### src/rtl/spike_dec_pkg.sv
// rtl/spike_dec_pkg.sv - shared types and constants for the spike train decoder
//
// Purpose: FSM state type, default widths, and helpers that produce the
// saturation maxima and the last-window-cycle comparison value.
package spike_dec_pkg;

  typedef enum logic {
    IDLE = 1'b0,
    RUN  = 1'b1
  } state_e;

  localparam int CNT_WIDTH_DEF = 8;
  localparam int ISI_WIDTH_DEF = 8;
  localparam int WIN_LOG2_DEF  = 6;

  // All-ones value of a w-bit saturating counter.
  function automatic logic [31:0] sat_max(input int w);
    return (32'h1 << w) - 32'h1;
  endfunction

  // Index of the last cycle of a 2^log2-cycle window.
  function automatic logic [31:0] win_last(input int log2);
    return (32'h1 << log2) - 32'h1;
  endfunction

endpackage

### src/rtl/spike_train_decoder_if.sv
// rtl/spike_train_decoder_if.sv - result handshake bundle of the spike train decoder
//
// Purpose: groups the valid/ready result register outputs.
// Signals: out_valid, out_count, out_isi, out_drop (producer -> consumer),
//          out_ready (consumer -> producer).
// Modports: master = decoder side, slave = readout side.
interface spike_train_decoder_if #(
  parameter int CNT_WIDTH = 8,
  parameter int ISI_WIDTH = 8
);
  logic                 out_valid;
  logic                 out_ready;
  logic [CNT_WIDTH-1:0] out_count;
  logic [ISI_WIDTH-1:0] out_isi;
  logic                 out_drop;

  modport master (
    output out_valid, out_count, out_isi, out_drop,
    input  out_ready
  );

  modport slave (
    input  out_valid, out_count, out_isi, out_drop,
    output out_ready
  );
endinterface

### src/rtl/spike_edge_detect.sv
// rtl/spike_edge_detect.sv - optional synchronizer plus rising-edge detector
//
// Purpose: turns the spike level into a one-cycle pulse per rising edge.
// Ports: clk, reset (async, active high), spike_in (level), spike_edge (pulse).
// Macro SPIKE_DEC_SYNC_EN: adds a two-flop synchronizer ahead of the detector,
// delaying every edge by two cycles.
module spike_edge_detect (
  input  logic clk,
  input  logic reset,
  input  logic spike_in,
  output logic spike_edge
);

  logic spike_src;
  logic spike_d, spike_q;

`ifdef SPIKE_DEC_SYNC_EN
  logic sync1_d, sync1_q, sync2_d, sync2_q;

  always_comb begin
    sync1_d = spike_in;
    sync2_d = sync1_q;
  end

  always_ff @(posedge clk or posedge reset) begin
    if (reset) begin
      sync1_q <= 1'b0;
      sync2_q <= 1'b0;
    end else begin
      sync1_q <= sync1_d;
      sync2_q <= sync2_d;
    end
  end

  assign spike_src = sync2_q;
`else
  assign spike_src = spike_in;
`endif

  always_comb spike_d = spike_src;

  always_ff @(posedge clk or posedge reset) begin
    if (reset) spike_q <= 1'b0;
    else       spike_q <= spike_d;
  end

  // A line held high yields one pulse: spike_q catches up after one cycle.
  assign spike_edge = spike_src & ~spike_q;

endmodule

### src/rtl/spike_train_decoder.sv
// rtl/spike_train_decoder.sv - decodes a spike line into per-window rate and ISI
//
// Purpose: counts rising edges per 2^WIN_LOG2-cycle window and tracks the
// latest inter-spike interval, publishing both through a valid/ready register.
// Ports: clk, reset (async, active high), enable, spike_in, busy (in RUN),
//        out_if (master: out_valid/out_ready/out_count/out_isi/out_drop).
// Macro SPIKE_DEC_SYNC_EN: synchronizes spike_in before edge detection.
module spike_train_decoder
  import spike_dec_pkg::*;
#(
  parameter int CNT_WIDTH = CNT_WIDTH_DEF,
  parameter int ISI_WIDTH = ISI_WIDTH_DEF,
  parameter int WIN_LOG2  = WIN_LOG2_DEF
) (
  input  logic                         clk,
  input  logic                         reset,
  input  logic                         enable,
  input  logic                         spike_in,
  output logic                         busy,
  spike_train_decoder_if.master        out_if
);

  localparam logic [CNT_WIDTH-1:0] CNT_MAX  = CNT_WIDTH'(sat_max(CNT_WIDTH));
  localparam logic [ISI_WIDTH-1:0] ISI_MAX  = ISI_WIDTH'(sat_max(ISI_WIDTH));
  localparam logic [WIN_LOG2-1:0]  WIN_LAST = WIN_LOG2'(win_last(WIN_LOG2));

  logic spike_edge;

  spike_edge_detect u_edge (
    .clk       (clk),
    .reset     (reset),
    .spike_in  (spike_in),
    .spike_edge(spike_edge)
  );

  state_e               state_d, state_q;
  logic [WIN_LOG2-1:0]  win_cnt_d, win_cnt_q;
  logic [CNT_WIDTH-1:0] spk_cnt_d, spk_cnt_q;
  logic [ISI_WIDTH-1:0] isi_cnt_d, isi_cnt_q;
  logic [ISI_WIDTH-1:0] isi_reg_d, isi_reg_q;
  logic                 have_prev_d, have_prev_q;
  logic                 out_valid_d, out_valid_q;
  logic [CNT_WIDTH-1:0] out_count_d, out_count_q;
  logic [ISI_WIDTH-1:0] out_isi_d, out_isi_q;
  logic                 out_drop_d, out_drop_q;

  // Values including this cycle's edge, so a last-cycle edge lands in the closing window.
  logic [CNT_WIDTH-1:0] spk_next;
  logic [ISI_WIDTH-1:0] isi_reg_next;
  logic                 xfer;

  always_comb begin
    state_d      = state_q;
    win_cnt_d    = win_cnt_q;
    spk_cnt_d    = spk_cnt_q;
    isi_cnt_d    = isi_cnt_q;
    isi_reg_d    = isi_reg_q;
    have_prev_d  = have_prev_q;
    out_valid_d  = out_valid_q;
    out_count_d  = out_count_q;
    out_isi_d    = out_isi_q;
    out_drop_d   = out_drop_q;
    spk_next     = spk_cnt_q;
    isi_reg_next = isi_reg_q;

    // Handshake runs in every state; a window close below may reload at once.
    xfer = out_valid_q & out_if.out_ready;
    if (xfer) begin
      out_valid_d = 1'b0;
      out_drop_d  = 1'b0;
    end

    unique case (state_q)
      IDLE: begin
        win_cnt_d   = '0;
        spk_cnt_d   = '0;
        isi_cnt_d   = '0;
        isi_reg_d   = '0;
        have_prev_d = 1'b0;
        if (enable) state_d = RUN;
      end
      RUN: begin
        if (!enable) begin
          // Abort: the partial window and all interval history are dropped.
          state_d     = IDLE;
          win_cnt_d   = '0;
          spk_cnt_d   = '0;
          isi_cnt_d   = '0;
          isi_reg_d   = '0;
          have_prev_d = 1'b0;
        end else begin
          win_cnt_d = win_cnt_q + 1'b1;
          if (spike_edge) begin
            if (spk_cnt_q != CNT_MAX) spk_next = spk_cnt_q + 1'b1;
            if (have_prev_q) isi_reg_next = isi_cnt_q;
            isi_cnt_d   = ISI_WIDTH'(1);
            have_prev_d = 1'b1;
          end else if (isi_cnt_q != ISI_MAX) begin
            isi_cnt_d = isi_cnt_q + 1'b1;
          end
          isi_reg_d = isi_reg_next;
          spk_cnt_d = spk_next;

          if (win_cnt_q == WIN_LAST) begin
            spk_cnt_d = '0;
            if (!out_valid_q || xfer) begin
              out_valid_d = 1'b1;
              out_count_d = spk_next;
              out_isi_d   = isi_reg_next;
            end else begin
              out_drop_d = 1'b1;
            end
          end
        end
      end
      default: state_d = IDLE;
    endcase
  end

  always_ff @(posedge clk or posedge reset) begin
    if (reset) begin
      state_q     <= IDLE;
      win_cnt_q   <= '0;
      spk_cnt_q   <= '0;
      isi_cnt_q   <= '0;
      isi_reg_q   <= '0;
      have_prev_q <= 1'b0;
      out_valid_q <= 1'b0;
      out_count_q <= '0;
      out_isi_q   <= '0;
      out_drop_q  <= 1'b0;
    end else begin
      state_q     <= state_d;
      win_cnt_q   <= win_cnt_d;
      spk_cnt_q   <= spk_cnt_d;
      isi_cnt_q   <= isi_cnt_d;
      isi_reg_q   <= isi_reg_d;
      have_prev_q <= have_prev_d;
      out_valid_q <= out_valid_d;
      out_count_q <= out_count_d;
      out_isi_q   <= out_isi_d;
      out_drop_q  <= out_drop_d;
    end
  end

  assign busy             = (state_q == RUN);
  assign out_if.out_valid = out_valid_q;
  assign out_if.out_count = out_count_q;
  assign out_if.out_isi   = out_isi_q;
  assign out_if.out_drop  = out_drop_q;

endmodule

### src/flat_wrapper.sv
// flat-port wrapper written by rule: the top's interface ports become plain ports
module spike_train_decoder_flat import spike_dec_pkg::*;
#(
  parameter int CNT_WIDTH = CNT_WIDTH_DEF,
  parameter int ISI_WIDTH = ISI_WIDTH_DEF,
  parameter int WIN_LOG2  = WIN_LOG2_DEF
)
  (clk, reset, enable, spike_in, busy, out_if_out_valid, out_if_out_count, out_if_out_isi, out_if_out_drop, out_if_out_ready);
  spike_train_decoder_if #(.CNT_WIDTH(CNT_WIDTH), .ISI_WIDTH(ISI_WIDTH)) out_if_i ();
  input  logic clk;
  input  logic reset;
  input  logic enable;
  input  logic spike_in;
  output logic busy;
  output wire logic [$bits(out_if_i.out_valid)-1:0] out_if_out_valid;
  output wire logic [$bits(out_if_i.out_count)-1:0] out_if_out_count;
  output wire logic [$bits(out_if_i.out_isi)-1:0] out_if_out_isi;
  output wire logic [$bits(out_if_i.out_drop)-1:0] out_if_out_drop;
  input wire logic [$bits(out_if_i.out_ready)-1:0] out_if_out_ready;
  assign out_if_out_valid = out_if_i.out_valid;
  assign out_if_out_count = out_if_i.out_count;
  assign out_if_out_isi = out_if_i.out_isi;
  assign out_if_out_drop = out_if_i.out_drop;
  assign out_if_i.out_ready = out_if_out_ready;
  spike_train_decoder #(.CNT_WIDTH(CNT_WIDTH), .ISI_WIDTH(ISI_WIDTH), .WIN_LOG2(WIN_LOG2)) u_core (.clk(clk), .reset(reset), .enable(enable), .spike_in(spike_in), .busy(busy), .out_if(out_if_i));
endmodule
### config.mk
export PLATFORM = sky130hd
export DESIGN_NAME = spike_train_decoder_flat
export DESIGN_NICKNAME = d
export VERILOG_FILES = /design/src/rtl/spike_dec_pkg.sv /design/src/rtl/spike_train_decoder_if.sv /design/src/rtl/spike_edge_detect.sv /design/src/rtl/spike_train_decoder.sv /design/src/flat_wrapper.sv
export SDC_FILE = /design/constraint.sdc
export NUM_CORES = 1
export LEC_CHECK = 0
export ABC_AREA = 1
export CAP_MARGIN = 15
export CORE_MARGIN = 3
export CORE_UTILIZATION = 40
export DETAILED_ROUTE_END_ITERATION = 10
export PLACE_DENSITY = 0.66
export SLEW_MARGIN = 20
export SYNTH_ARGS = -nofsm -noshare
export SYNTH_HDL_FRONTEND = slang
export SYNTH_SLANG_ARGS = --single-unit
export TNS_END_PERCENT = 100
### constraint.sdc
create_clock -name clk -period 1.86 [get_ports clk]
set_input_delay 0.558 -clock clk [delete_from_list [all_inputs] [get_ports clk]]
set_output_delay 0.558 -clock clk [all_outputs]
set_load 0.01 [all_outputs]
Yosys cells after proc, flatten, opt, wreduce, memory -nomap -nowiden
Index checks and enable logic that the tools add are counted.
Cells by class
  add/sub/neg operators: 3
  multiply operators: 0
  div/mod/pow operators: 0
  magnitude comparators: 0
  equal/unequal tests: 5
  shifts and indexed selects: 0
  multiplexer cells: 29
  bitwise logic cells: 4
  reduce and logical (&&, ||, !) cells: 3
Operators with widths (number)
  $mux 8: 10
  $pmux 8 s2: 3
  $add 8x1->8 const B: 2
  $ne 8x8->1 const B: 2
  $mux 1: 13
  $pmux 6 s2: 1
  $add 6x1->6 const B: 1
  $eq 6x6->1 const B: 1
  $mux 6: 1
  $ne 4x3->1 const B: 1
  $reduce_and 4->1: 1
  $ne 3x2->1 const B: 1
  $and 1x1->1: 2
  $not 1->1: 2
  $pmux 1 s2: 1
  $logic_not 1->1: 1
  $logic_or 1x1->1: 1
Storage, ports and cells
  bits in registers: 51
  latch bits: 0
  bits in writable memories: 0
  ROM bits: 0
  input port bits: 5
  memories kept: 0

Longest topological paths before layout
Gate-level depths: netlist of the first run.
  depth after elaboration: 6
  depth in mapped cells: 9

Cells and area by module
Synthesis of the first run repeated with hierarchy kept, for this count alone.
Second synthesis, totals
  cells, all modules: 272
  area total of the unflattened synthesis: 2306.0 µm²
Modules (own cells, without submodules)
  spike_train_decoder: times used 1, cells an instance 268, area each 2267.2 µm², seq. area each 1251.2 µm²
  spike_edge_detect: times used 1, cells an instance 4, area each 38.8 µm², seq. area each 25.0 µm²

Worst setup path after synthesis of the first run
Ideal clock, no wire load.
  path kind: input -> register
  start point: in spike_in
  end point: reg u_core.out_isi_q[3], in the netlist u_core.out_if.out_isi[3]
  arrival: 1.219 ns
  data required time: 1.736 ns
  slack: 0.517 ns
  cell stages on the path: 6
  path buffers: 1
  cells stage by stage: nand2_2 -> inv_2 -> nand2_2 -> buf_2 -> a21oi_1 -> o21ai_1
Between the ends
  word-level cells in the longest chain between the ends: 2
RTL lines
  start: declaration: line flat_wrapper.sv:13  | input logic spike_in;
  $and 1x1->1: line spike_edge_detect.sv:48  | assign spike_edge = spike_src & ~spike_q;
  $mux 8: line spike_train_decoder.sv:93  | if (spike_edge) begin
  end signal: assignment: line spike_train_decoder.sv:141  | out_isi_q <= out_isi_d;
  end: declaration: line spike_train_decoder.sv:44  | logic [ISI_WIDTH-1:0] out_isi_d, out_isi_q;
Every way passes these cells.
A chain may end at the register's enable or synchronous reset.

Worst setup path after layout of the first run
  start point: reg u_core.out_isi_q[0], in the netlist u_core.out_if.out_isi[0]
  end point: out out_if_out_isi[0]
RTL lines
  end: declaration: line flat_wrapper.sv:17  | output wire logic [$bits(out_if_i.out_isi)-1:0] out_if_out_isi;
No word-level cell between the ends.

==> results of run 1 <==
## cells in the final DEF (no fill, tap or decap), types with 2 or more instances in the layout
cell type	count
nand2_1	73
dfrtp_1	51
nor2_1	34
inv_1	28
clkdlybuf4s50_1	22
nand3_1	19
o21ai_1	14
a21oi_1	13
buf_4	10
nand4_1	7
inv_2	5
nor3_1	5
clkbuf_8	5
nand2_2	4
o21ai_2	4
o21ai_0	3
ha_1	3
buf_12	2
## registers in the layout, indices dropped and copies added (netlist names), 6 cells and up
signal and cells:
u_core.out_if.out_count 8, u_core.isi_reg_q 8, u_core.isi_cnt_q 8, u_core.out_if.out_isi 8, u_core.win_cnt_q 6, u_core.spk_cnt_q 8
## power groups by stage
stage	sequential (W)	clock, W	combinational, W
6_report	0.00112	0.000778	0.0000994
3_5_place_dp	0.00115	0	0.0000994
4_1_cts	0.00112	0.000806	0.000103
5_1_grt	0.00113	0.000845	0.000114
2_1_floorplan	0.00115	0	0.0000541
3_3_place_gp	0.00115	0	0.0000979
## through the flow
stage                     std cells  cell area [µm²]  util [%]
after floorplan                 279             2370         -
after global placement          380             2760      49.2
after detailed placement        380             2760      49.2
after CTS                       389             2880      51.3
after global routing            389             2880      51.4
final                           389             2880      51.4
## layer usage
layer  track usage, %  vias up
li1                 -      964
met4             6.54        0
met5                0        -
met3             3.08        5
met1             20.7      883
met2             21.9       46
## final timing paths
path                       depth (start not counted)                          to  slack [ns]                     start
max                                                1           out_if_out_isi[0]        0.05  u_core.out_if.out_isi[0]
min                                                1         u_core.win_cnt_q[5]        0.47       u_core.win_cnt_q[5]
max reg2reg                                        5         u_core.isi_cnt_q[4]        0.35       u_core.isi_cnt_q[0]
min reg2reg                                        1         u_core.win_cnt_q[5]        0.47       u_core.win_cnt_q[5]
max in group asynchronous                          3         u_core.spk_cnt_q[5]        0.89                     reset
min in group asynchronous                          2  u_core.out_if.out_count[1]        0.48                     reset
## what timing repair did
action / in CTS / in global routing
pin swaps: 0 / 0
resized for setup: 0 / 1
setup buffers: 1 / 0
setup endpoints to repair: 1 / 1
gates cloned: 0 / 0
## synth_stat cells, types with 2 or more instances
cell	number	area (µm²)
nand2_1	73	274
dfrtp_1	51	1280
nor2_1	34	128
inv_1	29	109
nand3_1	19	95.1
o21ai_1	14	70.1
a21oi_1	13	65.1
nand4_1	7	43.8
nor3_1	5	25.0
inv_2	4	15.0
nand2_2	4	25.0
o21ai_2	4	35.0
ha_1	3	37.5
o21ai_0	3	15.0
buf_2	2	10.0
buf_6	2	22.5
## layout make-up
cell class | count | area share [%]
sequential | 51 | 44.3
multi-input combinational | 190 | 32.3
timing repair buffer | 35 | 12.1
inverter | 33 | 4.30
tap | 72 | 3.13
clock buffer | 5 | 2.39
clock inverter | 3 | 1.52
## kinds of logic (layout without fill, tap and decap cells)
logic type | after synthesis | count (layout) | synth area share [%]
fa+ha+maj | 3 | 3 | 1.59
compound gates | 36 | 36 | 8.46
xor+xnor | 1 | 1 | 0.370
simple gates | 150 | 150 | 28.9
buf+inv | 38 | 76 | 6.77
flops | 51 | 51 | 53.9
==> impl_metrics.tcl, run 1 <==
set metrics [dict create \
    status "finished, final reports clean" \
    path_buf_inv 1 \
    ir_drop_v 0.000289 \
    m1WireLength_um 2200 \
    clockBufferDepth 2 \
    fmax_ghz 0.552 \
    dpl.hpwl_um 3370 \
    syn_avg_cell_area_um2 8.48 \
    seq_area_frac_synth_pct 53.9 \
    first_pass_iters 6 \
    register_area_mm2 0.00128 \
    place.gp.congestion 0.826 \
    cts.clk_slew.worst_paths_ns 0.09 \
    dr_wl_met3_um 215 \
    skew_ns 0.00741 \
    grt_pass1_wl_um 8230 \
    coreArea_mm2 0.00561 \
    maxCapViolCount 0 \
    post-route-period-util_pct 97.4 \
    drc 0 \
    setup_viol 0 \
    rsz0062_at_grt "false" \
    die_x_um 82.9 \
    io_pins 24 \
    synthesis.nets 287 \
    leakage_nw 1.41 \
    slew-limit-headroom_pct 80.9 \
    dp_worst_setup_slack_ns -0.0315 \
    synth_edf_count 0 \
    hold_violations 0 \
    worstPathMaxFanout 2 \
    path_class "register to primary output" \
    path_delay_family "buffers and inverters" \
    route.vias.total 1898 \
    yosys_most_used_dff "dfrtp_1" \
    syn_to_final_growth_pct 21.7 \
    netlist_area_mm2 0.00237 \
    row_count 27 \
    grt_max_degree 43 \
    diodes 0 \
    dr_wl_met2_um 2070 \
    cts_hold_buf 0 \
    switching_share_pct 22.4 \
    h-tree-depth 2 \
    drt-wirelength-per-cell_um 11.8 \
    clock-sinks 51 \
    postSynth.asyncResetShare_pct 100 \
    grt.total_usage_pct 14.7 \
    numCtsBuffers 5 \
    highest_layer "met4" \
    antenna_found_initial 0 \
    synth_cells 279 \
    final.setup.tns_ns 0 \
    die-area_mm2 0.00687 \
    cp.arrival_ns 1.25 \
    slowest_stage "clkdlybuf4s50_1" \
    cts_root_buf "clkbuf_8" \
    clock_power_share_pct 38.9 \
    drt-total-wl_um 4580 \
    drtIter0Drc 140 \
    critical_path.max_stage_delay_ns 0.55 \
    nNetsFinal 324 \
    grt_pass1_vias 1783 \
    worstMarginPinSlew_ns 0.286 \
    power_w 0.00200 \
    cp_cell_sequence "clkdlybuf4s50_1" \
    switchingPower_w 0.000449 \
    ant_nets 0 \
    die_h_um 82.9 \
    critPathLaunchType "register" \
    p_seq_share_pct 56.2 \
    via_per_inst 4.88 \
    internal_power_w 0.00155 \
    grt_overflow 0 \
    setup_ws_ns 0.0482 \
    p_per_area_mw_per_mm2 695 \
    numPortBuffers 23 \
    multi_input_area_um2 930 \
    tritoncts "built" \
    floorplan.initialDensity_pct 42.2 \
    fill_cells 571 \
    post-route-min-period_ns 1.81 \
    synth_seq_cells 51 \
    ys_types 28 \
    finalMaxSlewViolations 0 \
    critPathCaptureType "primary output" \
    worstSkewPairLatency_ns 0.31 \
    p_comb_share_pct 5.0 \
    hold_path_class "register to register" \
    holdWs_ns 0.468 \
    worstPathRequired_ns 1.30 \
    drive_above_1_share_pct 12.6 \
    synth-warning-count 0 \
]
Note: power is estimated with default switching activity, not from simulation.
==> inputs of run 2 (changes only) <==
CTS_CLUSTER_SIZE = 16   (was default)
SYNTH_HIERARCHICAL = 1   (was default)
==> run 2 against run 1 <==
Sequential power is essentially flat. Critical path depth is the same. First-iteration DRC count shrank 14%. Clock-buffer cell count grew 1. Die area shrank 2.4%. Wire length grew 0.24%. Cell area shrank 2.3%. Synthesized cell count shrank 2.5%. Highest routed layer unchanged.
==> impl_metrics.tcl, run 2 <==
set metrics [dict create \
    endpoint "out_if_out_isi[2]" \
    post-route-min-period_ns 1.80 \
    cts_hold_buf 0 \
    critical_path.max_stage_delay_ns 0.55 \
    switching_share_pct 20.9 \
    mostFrequentLayoutCells "nand2_1, dfrtp_1, nor2_1" \
    rsz0062_at_grt "false" \
    cts_root_buf "clkbuf_8" \
    reg2reg_slack_ns 0.25 \
    critPathLaunchType "register" \
    holdWs_ns 0.434 \
    drt-wirelength-per-cell_um 12.1 \
    reg2reg_from "u_core/win_cnt_q[0]" \
    diodes 0 \
    synth_edf_count 0 \
    grt_pass1_wl_um 7920 \
    cts.clk_slew.worst_paths_ns 0.09 \
    clock-sinks 51 \
    synth_top_area_cell "dfrtp_1" \
    io_pins 24 \
    synth_most_common_cell "nand2_1" \
    numCtsBuffers 5 \
    synth_compound_area_share_pct 8.90 \
    ant_nets 0 \
    synthesis.nets 280 \
    cp.arrival_ns 1.24 \
    internal_power_w 0.00155 \
    critPathCaptureType "primary output" \
    hold_violations 0 \
    ff2ff_path_depth 6 \
    cp-startpoint "u_core/out_if.out_isi[2]" \
    path_delay_family "buffers and inverters" \
    synth.top_cell.area_share_pct 55.3 \
    skew_ns 0.0103 \
    floorplan.initialDensity_pct 41.6 \
    clockBufferDepth 2 \
    cp_cell_sequence "clkdlybuf4s50_1" \
    worst-path-stages 1 \
    synth_mux_area_share_pct 0.434 \
    synth-simple-area-share_pct 26.6 \
    fmax_ghz 0.555 \
    die_h_um 81.9 \
    switchingPower_w 0.000410 \
    setup_viol 0 \
    drive_above_1_share_pct 10.7 \
    tritoncts "built" \
    antenna_found_initial 0 \
    drt-total-wl_um 4590 \
    postSynth.asyncResetShare_pct 100 \
    grt.total_usage_pct 15.5 \
    syn_to_final_growth_pct 22.1 \
    syn_avg_cell_area_um2 8.48 \
    nNetsFinal 316 \
    layout_commonest_cell "nand2_1" \
    p_seq_share_pct 57.3 \
    ir_drop_v 0.000345 \
    p_per_area_mw_per_mm2 696 \
    path_class "register to primary output" \
    finalMaxSlewViolations 0 \
    synthTopCellsByArea "dfrtp_1, nand2_1, nor2_1" \
    maxCapViolCount 0 \
    h-tree-depth 2 \
    route.vias.total 1849 \
    synth-warning-count 6 \
    clock_power_share_pct 37.7 \
    yosys.area_share.adder_pct 1.63 \
    synth_top_family_by_area "simple AND/OR/NAND/NOR gates" \
    first_pass_iters 4 \
    dpl.hpwl_um 3390 \
    drc 0 \
    yosys_most_used_dff "dfrtp_1" \
    grt_overflow 0 \
    status "finished, final reports clean" \
    slew-limit-headroom_pct 55.2 \
    seq_area_frac_synth_pct 55.3 \
    fin_area_mm2 0.00282 \
    hold_path_class "input pin to async pin" \
    die_x_um 81.9 \
    coreArea_mm2 0.00554 \
    worstMarginPinSlew_ns 0.668 \
    placed_area_mm2 0.00271 \
    fill_cells 547 \
    post-cts-setup-buffers 0 \
    synthTopCellsByCount "nand2_1, dfrtp_1, nor2_1, inv_1" \
    synth_seq_cells 51 \
    r2r_end "u_core/spk_cnt_q[7]" \
    die-area_mm2 0.00671 \
    path_buf_inv 1 \
    grt_pass1_vias 1823 \
    worstSkewPairLatency_ns 0.30 \
    slowest_stage "clkdlybuf4s50_1" \
    numPortBuffers 23 \
    synth_cells 272 \
    netlist_area_mm2 0.00231 \
    drtIter0Drc 121 \
    place.gp.congestion 0.807 \
    row_count 27 \
    cts_resized 0 \
    worstPathRequired_ns 1.30 \
    synth_xor_xnor_area_share_pct 0.380 \
    grt_max_degree 23 \
    ys_types 25 \
    via_per_inst 4.87 \
    p_comb_share_pct 5.0 \
    leakage_nw 1.28 \
    post-route-period-util_pct 96.8 \
    worstPathMaxFanout 2 \
]
[run 2: changes by cell type in the layout (fill, tap and decap cells not counted), moves of 2 or more]
cell,previous run,this run
o21ai_1,14,2
nor2_1,34,41
o21ai_0,3,10
nand2_1,73,69
nand3_1,19,15
nand4_1,7,4
nor3_1,5,8
a21oi_1,13,15
inv_2,5,3
nand2_2,4,2
o21ai_2,4,6
[run 2: through the flow]
step,worst slack [ns],total power [W],util (%),setup TNS (ns),cells
CTS,0.0352,0.00199,50.8,0,380
finish,0.0596,0.00196,50.8,0,380
detailed placement,-0.0777,0.00125,49.0,-0.990,373
floorplan,0.101,0.00119,-,0,272
global placement,-0.0674,0.00124,49.0,-0.369,373
global route,0.0179,0.00205,50.8,0,380
[run 2: cells by family (layout without fill, tap and decap cells)]
family                     Yosys count  after routing
buffers and inverters               36             72
DFF                                 51             51
AOI/OAI and AO/OA                   35             35
and+or+nand+nor                    145            145
muxes                                1              1
xor gates and xnor gates             1              1
adders and majority gates            3              3
[run 2: area by class of cell]
class	count	area (µm²)	area share, %
inverter	30	113	4.00
tap	72	90.1	3.20
sequential	51	1280	45.3
timing repair buffer	35	358	12.7
multi-input combinational	185	876	31.1
clock buffer	6	72.6	2.58
clock inverter	1	30.0	1.07
[run 2: routing by layer]
layer | global-route usage (%) | wire length [µm] | vias to the layer above
li1 | - | - | 935
met1 | 17.9 | 2060 | 883
met3 | 3.40 | 114 | 10
met4 | 6.15 | 77 | 0
met5 | 0 | 0 | -
met2 | 27.6 | 2350 | 21
[run 2: worst min-delay path by stage]
| stage | start | end | slack [ns] | depth (start not counted) |
|---|---|---|---|---|
| detailed placement | u_core/win_cnt_q[5] | u_core/win_cnt_q[5] | 0.47 | 1 |
| global placement | u_core/win_cnt_q[5] | u_core/win_cnt_q[5] | 0.46 | 1 |
| floorplan | reset | u_core/u_edge/spike_q | 0.29 | 1 |
| global route | reset | u_core/u_edge/spike_q | 0.43 | 2 |
| CTS | reset | u_core/u_edge/spike_q | 0.42 | 2 |
| finish | reset | u_core/u_edge/spike_q | 0.43 | 2 |
[run 2: power by group through the flow]
stage                     combinational, W  sequential [W]  clock [W]
after floorplan                  0.0000503         0.00114          0
after global placement            0.000100         0.00114          0
after detailed placement          0.000102         0.00114          0
after CTS                         0.000103         0.00112   0.000765
after global routing              0.000114         0.00112   0.000816
final                            0.0000985         0.00112   0.000739
